<file path="config.mk">
export PLATFORM = sky130hd
export DESIGN_NAME = jtdsp16_sio
export DESIGN_NICKNAME = d
export VERILOG_FILES = /design/src/rtl/jtdsp16_sio.sv
export SDC_FILE = /design/constraint.sdc
export NUM_CORES = 1
export LEC_CHECK = 0
export ABC_AREA = 1
export BUFFER_PORTS_ARGS = -buffer_cell sky130_fd_sc_hd__buf_2
export CELL_PAD_IN_SITES_DETAIL_PLACEMENT = 0
export CELL_PAD_IN_SITES_GLOBAL_PLACEMENT = 2
export CORE_MARGIN = 4
export CORE_UTILIZATION = 32
export DETAILED_ROUTE_END_ITERATION = 8
export PLACE_DENSITY = 0.83
export SYNTH_ARGS = -nofsm -noshare
export SYNTH_HDL_FRONTEND = slang
export SYNTH_SLANG_ARGS = --single-unit
</file>
<file path="constraint.sdc">
create_clock -name clk -period 2.3 [get_ports clk]
set_input_delay 0.23 -clock clk [delete_from_list [all_inputs] [get_ports clk]]
set_output_delay 0.23 -clock clk [all_outputs]
set_load 0.02 [all_outputs]
</file>
<file path="src/rtl/jtdsp16_sio.sv">
// jtdsp16_sio: DSP16 serial I/O unit (sdx output shifter, input deserializer).
// Build option: define JTDSP16_SIO_LOOPBACK_EN to feed the input path from sdo/ock/old.
module jtdsp16_sio #(
    parameter int OCK_DIV = 4
) (
    input  logic        clk,
    input  logic        rst,
    input  logic        cen,
    input  logic        sdx_wr,
    input  logic [15:0] sdx_din,
    input  logic        sdx_rd,
    output logic [15:0] sdx_dout,
    input  logic        olen16,
    input  logic        ilen16,
    input  logic        msb_first,
    output logic        sdo,
    output logic        ock,
    output logic        old,
    output logic        ose,
    output logic        doen,
    input  logic        di,
    input  logic        ick,
    input  logic        ild,
    output logic        ibf,
    output logic        siowr_empty,
    output logic        siord_full
);

    localparam int HALF = OCK_DIV / 2;
    localparam int CW   = (HALF > 1) ? $clog2(HALF) : 1;

    localparam logic [0:0] S_IDLE  = 1'b0;
    localparam logic [0:0] S_SHIFT = 1'b1;

    // ---------------- bit clock ----------------
    logic [CW-1:0] div_q;
    logic          ock_q;
    logic          half_end;
    logic          fall;

    assign half_end = (div_q == CW'(HALF - 1));
    assign fall     = cen & half_end & ock_q;

    // Free-running divider: ock toggles every HALF cen ticks
    always_ff @(posedge clk) begin
        if (rst) begin
            div_q <= '0;
            ock_q <= 1'b0;
        end else if (cen) begin
            if (half_end) begin
                div_q <= '0;
                ock_q <= ~ock_q;
            end else begin
                div_q <= div_q + CW'(1);
            end
        end
    end

    // ---------------- output path ----------------
    logic [0:0]  state_q, state_d;
    logic [15:0] obuf_q, obuf_d;
    logic        obuf_full_q, obuf_full_d;
    logic [15:0] osr_q, osr_d;
    logic [3:0]  obit_q, obit_d;
    logic        olen_q, olen_d;
    logic        omsb_q, omsb_d;
    logic        sdo_q, sdo_d;
    logic        old_q, old_d;
    logic        doen_q, doen_d;
    logic        ose_q, ose_d;
    logic        load;
    logic        first_bit;
    logic        next_bit;

    // First bit of the buffered word, using the word length/order at load time
    always_comb begin
        if (msb_first) first_bit = olen16 ? obuf_q[15] : obuf_q[7];
        else           first_bit = obuf_q[0];
    end

    // Bit that follows the current one in the shift register
    always_comb begin
        if (omsb_q) next_bit = olen_q ? osr_q[14] : osr_q[6];
        else        next_bit = osr_q[1];
    end

    // Output FSM: loads on ock fall, shifts one bit per fall, reloads back-to-back
    always_comb begin
        state_d     = state_q;
        obuf_d      = obuf_q;
        obuf_full_d = obuf_full_q;
        osr_d       = osr_q;
        obit_d      = obit_q;
        olen_d      = olen_q;
        omsb_d      = omsb_q;
        sdo_d       = sdo_q;
        old_d       = old_q;
        doen_d      = doen_q;
        ose_d       = ose_q;
        load        = 1'b0;
        if (fall) begin
            unique case (state_q)
                S_IDLE: begin
                    load = obuf_full_q;
                end
                S_SHIFT: begin
                    old_d = 1'b0;
                    if (obit_q != 4'd0) begin
                        osr_d  = omsb_q ? (osr_q << 1) : (osr_q >> 1);
                        sdo_d  = next_bit;
                        obit_d = obit_q - 4'd1;
                    end else if (obuf_full_q) begin
                        load = 1'b1;
                    end else begin
                        sdo_d   = 1'b0;
                        doen_d  = 1'b0;
                        ose_d   = 1'b1;
                        state_d = S_IDLE;
                    end
                end
                default: state_d = S_IDLE;
            endcase
        end
        if (load) begin
            osr_d       = obuf_q;
            olen_d      = olen16;
            omsb_d      = msb_first;
            obit_d      = olen16 ? 4'd15 : 4'd7;
            sdo_d       = first_bit;
            old_d       = 1'b1;
            doen_d      = 1'b1;
            ose_d       = 1'b0;
            obuf_full_d = 1'b0;
            state_d     = S_SHIFT;
        end
        // A CPU write in the same cycle as a transfer keeps the buffer full
        if (cen && sdx_wr) begin
            obuf_d      = sdx_din;
            obuf_full_d = 1'b1;
        end
    end

    // Output path registers
    always_ff @(posedge clk) begin
        if (rst) begin
            state_q     <= S_IDLE;
            obuf_q      <= '0;
            obuf_full_q <= 1'b0;
            osr_q       <= '0;
            obit_q      <= '0;
            olen_q      <= 1'b1;
            omsb_q      <= 1'b1;
            sdo_q       <= 1'b0;
            old_q       <= 1'b0;
            doen_q      <= 1'b0;
            ose_q       <= 1'b1;
        end else begin
            state_q     <= state_d;
            obuf_q      <= obuf_d;
            obuf_full_q <= obuf_full_d;
            osr_q       <= osr_d;
            obit_q      <= obit_d;
            olen_q      <= olen_d;
            omsb_q      <= omsb_d;
            sdo_q       <= sdo_d;
            old_q       <= old_d;
            doen_q      <= doen_d;
            ose_q       <= ose_d;
        end
    end

    // ---------------- input path ----------------
    logic src_di, src_ick, src_ild;

`ifdef JTDSP16_SIO_LOOPBACK_EN
    logic unused_pins;
    assign unused_pins = ^{di, ick, ild};
    assign src_di  = sdo_q;
    assign src_ick = ock_q;
    assign src_ild = old_q;
`else
    assign src_di  = di;
    assign src_ick = ick;
    assign src_ild = ild;
`endif

    logic [1:0]  di_sq, ick_sq, ild_sq;
    logic        ick_prev_q;
    logic        ick_rise;
    logic [15:0] isr_q, isr_d;
    logic [4:0]  ibit_q, ibit_d;
    logic        iact_q, iact_d;
    logic        ilen_q, ilen_d;
    logic        imsb_q, imsb_d;
    logic [15:0] ibuf_q, ibuf_d;
    logic        ibf_q, ibf_d;
    logic        fr_len16, fr_msb, capture, done;

    assign ick_rise = ick_sq[1] & ~ick_prev_q;

    // Two-flop synchronizers for the asynchronous serial inputs
    always_ff @(posedge clk) begin
        if (rst) begin
            di_sq      <= '0;
            ick_sq     <= '0;
            ild_sq     <= '0;
            ick_prev_q <= 1'b0;
        end else begin
            di_sq      <= {di_sq[0], src_di};
            ick_sq     <= {ick_sq[0], src_ick};
            ild_sq     <= {ild_sq[0], src_ild};
            ick_prev_q <= ick_sq[1];
        end
    end

    // Deserializer: ild starts a frame, each ick rise captures one bit
    always_comb begin
        isr_d    = isr_q;
        ibit_d   = ibit_q;
        iact_d   = iact_q;
        ilen_d   = ilen_q;
        imsb_d   = imsb_q;
        ibuf_d   = ibuf_q;
        ibf_d    = ibf_q;
        capture  = 1'b0;
        fr_len16 = ild_sq[1] ? ilen16 : ilen_q;
        fr_msb   = ild_sq[1] ? msb_first : imsb_q;
        if (ick_rise) begin
            if (ild_sq[1]) begin
                ilen_d  = ilen16;
                imsb_d  = msb_first;
                isr_d   = msb_first ? {15'd0, di_sq[1]} : {di_sq[1], 15'd0};
                ibit_d  = 5'd1;
                iact_d  = 1'b1;
                capture = 1'b1;
            end else if (iact_q) begin
                isr_d   = imsb_q ? {isr_q[14:0], di_sq[1]}
                                 : {di_sq[1], isr_q[15:1]};
                ibit_d  = ibit_q + 5'd1;
                capture = 1'b1;
            end
        end
        done = capture && (ibit_d == (fr_len16 ? 5'd16 : 5'd8));
        if (done) begin
            if (fr_msb || fr_len16) ibuf_d = isr_d;
            else                    ibuf_d = {8'h00, isr_d[15:8]};
            ibf_d  = 1'b1;
            iact_d = 1'b0;
            ibit_d = 5'd0;
        end else if (cen && sdx_rd) begin
            ibf_d = 1'b0;
        end
    end

    // Input path registers
    always_ff @(posedge clk) begin
        if (rst) begin
            isr_q  <= '0;
            ibit_q <= '0;
            iact_q <= 1'b0;
            ilen_q <= 1'b1;
            imsb_q <= 1'b1;
            ibuf_q <= '0;
            ibf_q  <= 1'b0;
        end else begin
            isr_q  <= isr_d;
            ibit_q <= ibit_d;
            iact_q <= iact_d;
            ilen_q <= ilen_d;
            imsb_q <= imsb_d;
            ibuf_q <= ibuf_d;
            ibf_q  <= ibf_d;
        end
    end

    assign sdo         = sdo_q;
    assign ock         = ock_q;
    assign old         = old_q;
    assign ose         = ose_q;
    assign doen        = doen_q;
    assign sdx_dout    = ibuf_q;
    assign ibf         = ibf_q;
    assign siord_full  = ibf_q;
    assign siowr_empty = ~obuf_full_q;

endmodule
</file>
# Word-level counts from Yosys, hierarchy flattened
# Cells that the tools add are included.
[totals]
reg_bits = 94
latchBits = 0
ram_bits = 0
rom_bits = 0
in_bits = 27
out_inout_bits = 24
word_cells = 114
n_memories = 0
[classes]
n_addsub = 3
n_mul = 0
n_div = 0
order_cmp = 0
eq_ne = 4
n_shift = 0
muxes = 59
bitwise = 7
reduce_logical = 17
[ops]
columns = ["op", "n"]
rows = [
  ["$mux W16", 11],
  ["$mux W1", 38],
  ["$mux W4", 5],
  ["$mux W5", 4],
  ["$reduce_bool A2 Y1", 5],
  ["$reduce_and A2 Y1", 3],
  ["$reduce_and A3 Y1", 2],
  ["$add A5 B1 Y5 const B", 1],
  ["$eq A5 B5 Y1", 1],
  ["$not A1 Y1", 4],
  ["$reduce_and A4 Y1", 1],
  ["$reduce_bool A4 Y1", 1],
  ["$sub A4 B1 Y4 const B", 1],
  ["$and A1 B1 Y1", 3],
  ["$logic_and A1 B1 Y1", 3],
  ["$ne A3 B1 Y1 const B", 1],
  ["$ne A2 B1 Y1 const B", 1],
  ["$ne A2 B2 Y1 const B", 1],
  ["$pmux W1 S2", 1],
  ["$reduce_or A2 Y1", 1],
  ["$add A1 B1 Y1 const B", 1],
  ["$logic_or A1 B1 Y1", 1],
]

# Logic depth before layout (Yosys ltp)
# Gate-level depths: netlist of the first run.
[logic_depth]
word_depth = 7
ltp_mapped = 14
mapped_depth_nobuf = 13

# Worst setup path after synthesis of the first run
# Ideal clock, no wire load.
[synth_path]
path_type = "reg2reg"
from = "register ibit_q[0]"
to = "register ibuf_q[7] (netlist: sdx_dout[7])"
setup_ns = 0.115
arrival_time_ns = 1.566
t_required_ns = 2.185
setup_slack_ns = 0.619
path_stages_with_launch = 11
path_buffers = 1
synth_period_minus_slack_ns = 1.681
cell_sequence = "dfxtp_1 -> ha_1 -> nand2_1 -> inv_1 -> o21ai_1 -> o21ai_1 -> nor3_4 -> buf_6 -> nand3b_1 -> nand2_1 -> nor2_1"
[synth_via]
elab_chain_cells = 6
[synth_lines]
columns = ["item", "line_no", "text"]
rows = [
  ["start, declared", "191", "logic [4:0] ibit_q, ibit_d;"],
  ["start signal, assigned", "267", "ibit_q <= ibit_d;"],
  ["$add A5 B1 Y5", "239", "ibit_d = ibit_q + 5'd1;"],
  ["$mux W5", "236", "end else if (iact_q) begin"],
  ["$mux W5", "229", "if (ild_sq[1]) begin"],
  ["$mux W5 (*)", "228", "if (ick_rise) begin"],
  ["$eq A5 B5 Y1 (*)", "243", "done = capture && (ibit_d == (fr_len16 ? 5'd16 : 5'd8));"],
  ["$logic_and A1 B1 Y1 (*)", "243", ""],
  ["end signal, assigned", "271", "ibuf_q <= ibuf_d;"],
  ["end, declared", "195", "logic [15:0] ibuf_q, ibuf_d;"],
]
# Every way passes the cells marked *; elsewhere a longest branch is shown, timed or not.
# A chain may end at the register's enable or synchronous reset.

# Worst setup path in the final report of the first run
[layout_path]
from = "register obit_q[0]"
to = "register osr_q[13]"
[layout_via]
elab_chain_cells = 6
elab_cells_between_ends = 9
cone_classes = "4 x mux; 5 x reduce/logical"
[layout_lines]
columns = ["item", "line_no", "text"]
rows = [
  ["start, declared", "64", "logic [3:0] obit_q, obit_d;"],
  ["start signal, assigned", "162", "obit_q <= obit_d;"],
  ["$reduce_bool A4 Y1 (*)", "108", "if (obit_q != 4'd0) begin"],
  ["$mux W1", "108", ""],
  ["$pmux W1 S2", "102", "unique case (state_q)"],
  ["$mux W1", "101", "if (fall) begin"],
  ["$reduce_bool A2 Y1 (no line)", "--", ""],
  ["$reduce_and A3 Y1 (no line)", "--", ""],
  ["end signal, assigned", "161", "osr_q <= osr_d;"],
  ["end, declared", "63", "logic [15:0] osr_q, osr_d;"],
]
# Marks and branches as above.

==> results of run 1 <==
## logic make-up (layout without fill, tap and decap cells)
logic type,Yosys count,after routing
compound gates,148,148
fa+ha+maj,3,3
buf+inv,116,160
flops,94,94
simple gates,309,309
xor+xnor,1,1
## metal layers
metal  GRT usage  wire length (um)  vias up
li1            -                 -     2219
met1       0.201              6030     1941
met2       0.241              5390       62
met3      0.0251               338        6
met4      0.0656                83        0
met5           0                 0        -
## state kept, by name, indices dropped and copies added (netlist names), 2 cells and up
name      cells
obuf_q       16
ild_sq        2
sdx_dout     16
di_sq         2
isr_q        16
obit_q        4
ibit_q        5
ick_sq        2
osr_q        16
## cell usage in the layout, fill, tap and decap left out, types with 4 or more instances in the layout
| cell | instances |
|---|---|
| a211oi_1 | 9 |
| a21oi_1 | 52 |
| a21oi_2 | 4 |
| buf_2 | 50 |
| buf_4 | 13 |
| clkbuf_16 | 9 |
| dfxtp_1 | 94 |
| inv_1 | 77 |
| nand2_1 | 180 |
| nand3_1 | 34 |
| nand3b_1 | 8 |
| nor2_1 | 67 |
| nor2_2 | 4 |
| o211ai_1 | 12 |
| o21ai_0 | 59 |
| o22ai_1 | 5 |
| or2_2 | 5 |
## cell usage after synthesis
cell type,count
nor2_2,4
nor2_1,67
dfxtp_1,94
buf_2,7
o21ai_2,1
inv_1,77
nand3_2,1
nand2_4,3
nand2_2,2
clkbuf_1,19
o211ai_1,12
nand2_1,180
or2_2,5
inv_2,2
nand3_1,34
nor3_4,1
buf_6,3
o21ai_0,59
buf_8,1
buf_1,3
a31oi_1,3
nor2_4,2
nand4_1,2
o22ai_1,5
xor2_1,1
nand3b_1,8
ha_1,3
a21oi_1,52
o21ai_1,2
a21oi_2,4
a211oi_1,9
buf_4,3
clkinv_1,1
a211o_1,1
## path summary, 6_finish.rpt
| kind | startpoint | endpoint | slack [ns] | cells past startpoint |
|---|---|---|---|---|
| max | obit_q[0]$_SDFFE_PP0P_ | osr_q[13]$_SDFFE_PP0P_ | 0.22 | 9 |
| min | ild | ild_sq[0]$_SDFF_PP0_ | 0.1 | 3 |
| max reg2reg | obit_q[0]$_SDFFE_PP0P_ | osr_q[13]$_SDFFE_PP0P_ | 0.22 | 9 |
| min reg2reg | ild_sq[0]$_SDFF_PP0_ | ild_sq[1]$_SDFF_PP0_ | 0.40 | 2 |
## critical path, stage by stage, from the launching register on
cell	delay, ns
dfxtp_1	0.30
inv_1	0.12
ha_1	0.16
nand3_1	0.13
nand2_1	0.30
nand2_1	0.21
inv_1	0.36
nand2_1	0.14
a21oi_1	0.17
a211oi_1	0.06
## where the power goes
part	total, mW	internal, mW	leakage, nW	switching [mW]
combinational	0.186	0.0645	1.45	0.122
clock	1.40	0.741	0.129	0.655
sequential	1.68	1.66	0.763	0.0186
total	3.26	2.47	2.34	0.795
## metrics by stage
step                      cell area [um2]  hold slack (ns)  setup slack, ns  instances  total power [mW]
final                                5240           0.0958            0.220        895              3.26
after global routing                 5240           0.0970           0.0480        895              3.40
after CTS                            5240           0.0841            0.222        895              3.32
after detailed placement             4970            0.398            0.232        879              1.91
after global placement               4970            0.402            0.214        879              1.90
after floorplan                      4560            0.337            0.619        671              1.83
## cell type report
cell class | instances | area [um2] | share of cell area
clock inverter | 6 | 46.3 | 0.00883
multi-input combinational | 461 | 2190 | 0.418
timing repair buffer | 64 | 368 | 0.0702
tap | 180 | 225 | 0.0429
sequential | 94 | 1880 | 0.359
inverter | 80 | 300 | 0.0573
clock buffer | 10 | 229 | 0.0437
==> results.txt, run 1 <==
Initial Util: 0.328
endpoints failing setup: 0
sequential-to-total area share from yosys stat: 0.412
core box area: 13900 um2
area of the die: 16200 um2
clock tree root buffer cell: clkbuf_16
Layout Utilization: 0.376
drt wl/cell: 13.2 um
CTS clk-pin slew, worst paths: 0.07 ns
crit end category: register
Max-slew headroom: 0.608
Max-Cap Viols: 0
mux cell area share after synthesis: 0
# rows: 43
first-pass GRT wire length: 19900 um
grt ovf: 0
power density cells: 622 nW/um2
vias per cell: 4.72
yosys warns: 0
synthesized-area fraction occupied by adder cells: 0.00822
initial antenna violation count: 0
Ant. Diodes: 0
die height: 127 um
post-synthesis compound-gate area fraction: 0.181
final setup TNS: 0 ns
cell taking the most area after synthesis: dfxtp_1
fillcell total: 1511
vias in the first global route: 4139
CTS Hold Buffers Added: 0
Longest Clk Path Bufs: 2
largest family of logic cells by synthesized area: simple AND/OR/NAND/NOR gates
status: finished clean
via count: 4228
Residual DRC: 0
final slew viol count: 0
Tcrit/Tclk final: 0.904
Syn Std Cell Area: 4560 um2
Synth top area share: 0.412
CP arrival: 2.29 ns
pin count of the biggest net entering global routing: 39
transition time of the tightest slew-check pin: 0.587 ns
xor-xnor portion of the synthesized cell area: 0.00192
Fin. Hold Viols: 0
post-synthesis sequential element count: 94
buffers added on ports: 50
layout cells sized above 1: 0.145
final worst path period need: 2.08 ns
fmax: 481 MHz
number of CTS-inserted buffers: 9
CTS tree: built
Post-Syn Nets: 701
gpl congestion: 0.809
GRT Util Overall: 0.151
Post CTS Setup Buffer Count: 0
Leak: 2.34 nW
CP Max Fanout: 11
RSZ-0062 raised after global routing: false
Synth Area in Simple Gates: 0.289
Tightest Hold Check Type: in2reg
CP Class: reg2reg
clock tree sinks: 94
final WL: 11800 um
I/O pin count: 51
post-cts sizing count: 0
P&R area growth vs syn: 14.9%
startpoint types: register
DR pass1 iterations: 4
DRT antenna net count: 0
detailed placer's ending HPWL: 8450 um
maximum vdd drop: 0.294 mV
Worst Skew: 0.00753 ns
Post-Syn Instances: 671
Mapped Avg Cell Area: 6.80 um2
fin nets: 740
Die Wd: 127 um
CP Data Required Time: 2.51 ns
insertion delay to the later sink of the worst-skew pair: 0.35 ns
Yosys cell types: 34
CTS H-tree depth: 3
main area contributors after synthesis: dfxtp_1 (41%), nand2_1 (15%), o21ai_0 (6.5%), inv_1 (6.3%), a21oi_1 (5.7%)
Iter 0 DRT Violations: 227
Power figures use the tool's default switching activity.
==> run 2: changes to the inputs <==
- CAP_MARGIN: not set -> 20
- MAX_ROUTING_LAYER: not set -> met4
==> run 2 against run 1 <==
Worst hold slack got worse by 0.0014 ns. Count of clock-buffer cells in the layout did not move. Via count rose by 0.54%. Setup slack improved by 0.015 ns. Critical path depth did not move. Wire length barely moved. Combinational power barely moved. Flip-flop and latch count did not move. Clock power barely moved. Non-clock buffer count did not move. Final cell count did not move. Largest cell class unchanged. Highest routed layer unchanged. Sequential power barely moved.
==> results.txt, run 2 (same netlist as run 1, synthesis figures left out) <==
Flop pwr share: 0.514 (was 0.515)
final slew viol count: 0 (unchanged)
max incr delay on CP: 0.35 ns (was 0.36 ns)
# rows: 43 (unchanged)
Longest Clk Path Bufs: 2 (unchanged)
Iter 0 DRT Violations: 238 (was 227)
via count: 4251 (was 4228)
final WL: 11800 um (about the same)
Worst Setup SP: obit_q[0]$_SDFFE_PP0P_ (unchanged)
maximum vdd drop: 0.299 mV (was 0.294 mV)
CP Max Fanout: 11 (unchanged)
internal power: 2.47 mW (about the same)
Post CTS Setup Buffer Count: 0 (unchanged)
commonest non-fill, non-tap cells in the layout: nand2_1 (180), dfxtp_1 (94), inv_1 (77) (unchanged)
CP arrival: 2.27 ns (was 2.29 ns)
Hold WS: 0.0943 ns (was 0.0958 ns)
CTS H-tree depth: 3 (unchanged)
drt wl/cell: 13.2 um (about the same)
vias in the first global route: 4138 (was 4139)
Die Wd: 127 um (unchanged)
CP endpoint: osr_q[13]$_SDFFE_PP0P_ (unchanged)
area of the die: 16200 um2 (unchanged)
R2R Path End: osr_q[13]$_SDFFE_PP0P_ (unchanged)
DR pass1 iterations: 4 (unchanged)
power share of the combinational group: 0.057 (about the same)
Tightest Hold Check Type: in2reg (unchanged)
Residual DRC: 0 (unchanged)
CTS tree: built (unchanged)
final setup TNS: 0 ns (unchanged)
Max-Cap Viols: 0 (unchanged)
Ant. Diodes: 0 (unchanged)
core box area: 13900 um2 (unchanged)
clock tree root buffer cell: clkbuf_16 (unchanged)
total power: 3.26 mW (about the same)
final worst path period need: 2.06 ns (was 2.08 ns)
cells on worst reg2reg path: 9 (unchanged)
number of CTS-inserted buffers: 9 (unchanged)
Leak: 2.34 nW (unchanged)
layout cells sized above 1: 0.145 (unchanged)
insertion delay to the later sink of the worst-skew pair: 0.35 ns (about the same)
Crit path top cell by count: nand2_1 (unchanged)
gpl congestion: 0.821 (was 0.809)
power density cells: 622 nW/um2 (about the same)
RR Startpoint: obit_q[0]$_SDFFE_PP0P_ (unchanged)
Worst Skew: 0.00876 ns (was 0.00753 ns)
initial antenna violation count: 0 (unchanged)
R2R Setup Slk: 0.24 ns (was 0.22 ns)
fmax: 484 MHz (was 481 MHz)
grt ovf: 0 (unchanged)
CTS clk-pin slew, worst paths: 0.07 ns (about the same)
most common cell after layout, fill and taps aside: nand2_1 (unchanged)
first-pass GRT wire length: 19900 um (unchanged)
startpoint types: register (unchanged)
CP cell instances: inv_1 -> ha_1 -> nand3_1 -> nand2_1 -> nand2_1 -> inv_1 -> nand2_1 -> a21oi_1 -> a211oi_1 (unchanged)
Tcrit/Tclk final: 0.898 (was 0.904)
buffers added on ports: 50 (unchanged)
status: finished clean (unchanged)
endpoints failing setup: 0 (unchanged)
crit end category: register (unchanged)
CP Class: reg2reg (unchanged)
CP Data Required Time: 2.51 ns (about the same)
post-cts sizing count: 0 (unchanged)
Fin. Hold Viols: 0 (unchanged)
Initial Util: 0.328 (unchanged)
I/O pin count: 51 (unchanged)
DRT antenna net count: 0 (unchanged)
transition time of the tightest slew-check pin: 0.581 ns (was 0.587 ns)
die height: 127 um (unchanged)
Max-slew headroom: 0.613 (was 0.608)
Psw: 0.799 mW (was 0.795 mW)
clock tree sinks: 94 (unchanged)
P&R area growth vs syn: 14.9% (unchanged)
detailed placer's ending HPWL: 8450 um (unchanged)
vias per cell: 4.75 (was 4.72)
CTS Hold Buffers Added: 0 (unchanged)
Critical-path top delay cell: inv_1 (unchanged)
pin count of the biggest net entering global routing: 39 (unchanged)
Worst Hold Depth: 3 (unchanged)
Clock Power Share: 0.429 (was 0.428)
fin nets: 740 (unchanged)
GRT Util Overall: 0.156 (was 0.151)
Net Sw Frac: 0.245 (was 0.244)
Layout Utilization: 0.376 (unchanged)
RSZ-0062 raised after global routing: false (unchanged)
==> run 2: area by class of cell <==
cell class | count | area, um2
sequential | 94 | 1880
multi-input combinational | 461 | 2190
fill | 1511 | 8690
timing repair buffer | 64 | 368
clock inverter | 6 | 46.3
clock buffer | 10 | 229
tap | 180 | 225
inverter | 80 | 300
==> run 2: critical path, delay by kind of cell (launching register included) <==
family | cells | cell delay [ns]
simple gates | 4 | 0.76
flops | 1 | 0.30
compound gates | 2 | 0.23
fa+ha+maj | 1 | 0.16
buf+inv | 2 | 0.47
==> run 2: how the worst min path moves through the flow <==
stage	startpoint	end
2_1_floorplan	di	di_sq[0]$_SDFF_PP0_
3_3_place_gp	ild_sq[0]$_SDFF_PP0_	ild_sq[1]$_SDFF_PP0_
3_5_place_dp	ild_sq[0]$_SDFF_PP0_	ild_sq[1]$_SDFF_PP0_
4_1_cts	di	di_sq[0]$_SDFF_PP0_
5_1_grt	di	di_sq[0]$_SDFF_PP0_
6_report	ild	ild_sq[0]$_SDFF_PP0_
==> run 2: layer usage <==
| layer | vias up | wire length [um] | share of wire | global-route usage |
|---|---|---|---|---|
| met5 | - | 0 | 0 | - |
| met4 | 0 | 114 | 0.0096 | 0.0656 |
| met3 | 8 | 372 | 0.031 | 0.0230 |
| met2 | 70 | 5370 | 0.45 | 0.241 |
| met1 | 1951 | 5990 | 0.51 | 0.203 |
| li1 | 2222 | - | - | - |
==> run 2: metrics by stage <==
step / setup slack (ns) / cells / area (um2)
6_report: 0.235 / 895 / 5240
3_5_place_dp: 0.232 / 879 / 4970
4_1_cts: 0.222 / 895 / 5240
2_1_floorplan: 0.619 / 671 / 4560
3_3_place_gp: 0.214 / 879 / 4970
5_1_grt: 0.0484 / 895 / 5240
==> run 2: power groups by stage <==
stage | Clock, mW | Combinational, mW | Sequential [mW]
after floorplan | 0 | 0.119 | 1.71
after global placement | 0 | 0.187 | 1.72
after detailed placement | 0 | 0.189 | 1.72
after CTS | 1.45 | 0.190 | 1.68
after global routing | 1.51 | 0.214 | 1.68
final | 1.40 | 0.186 | 1.68
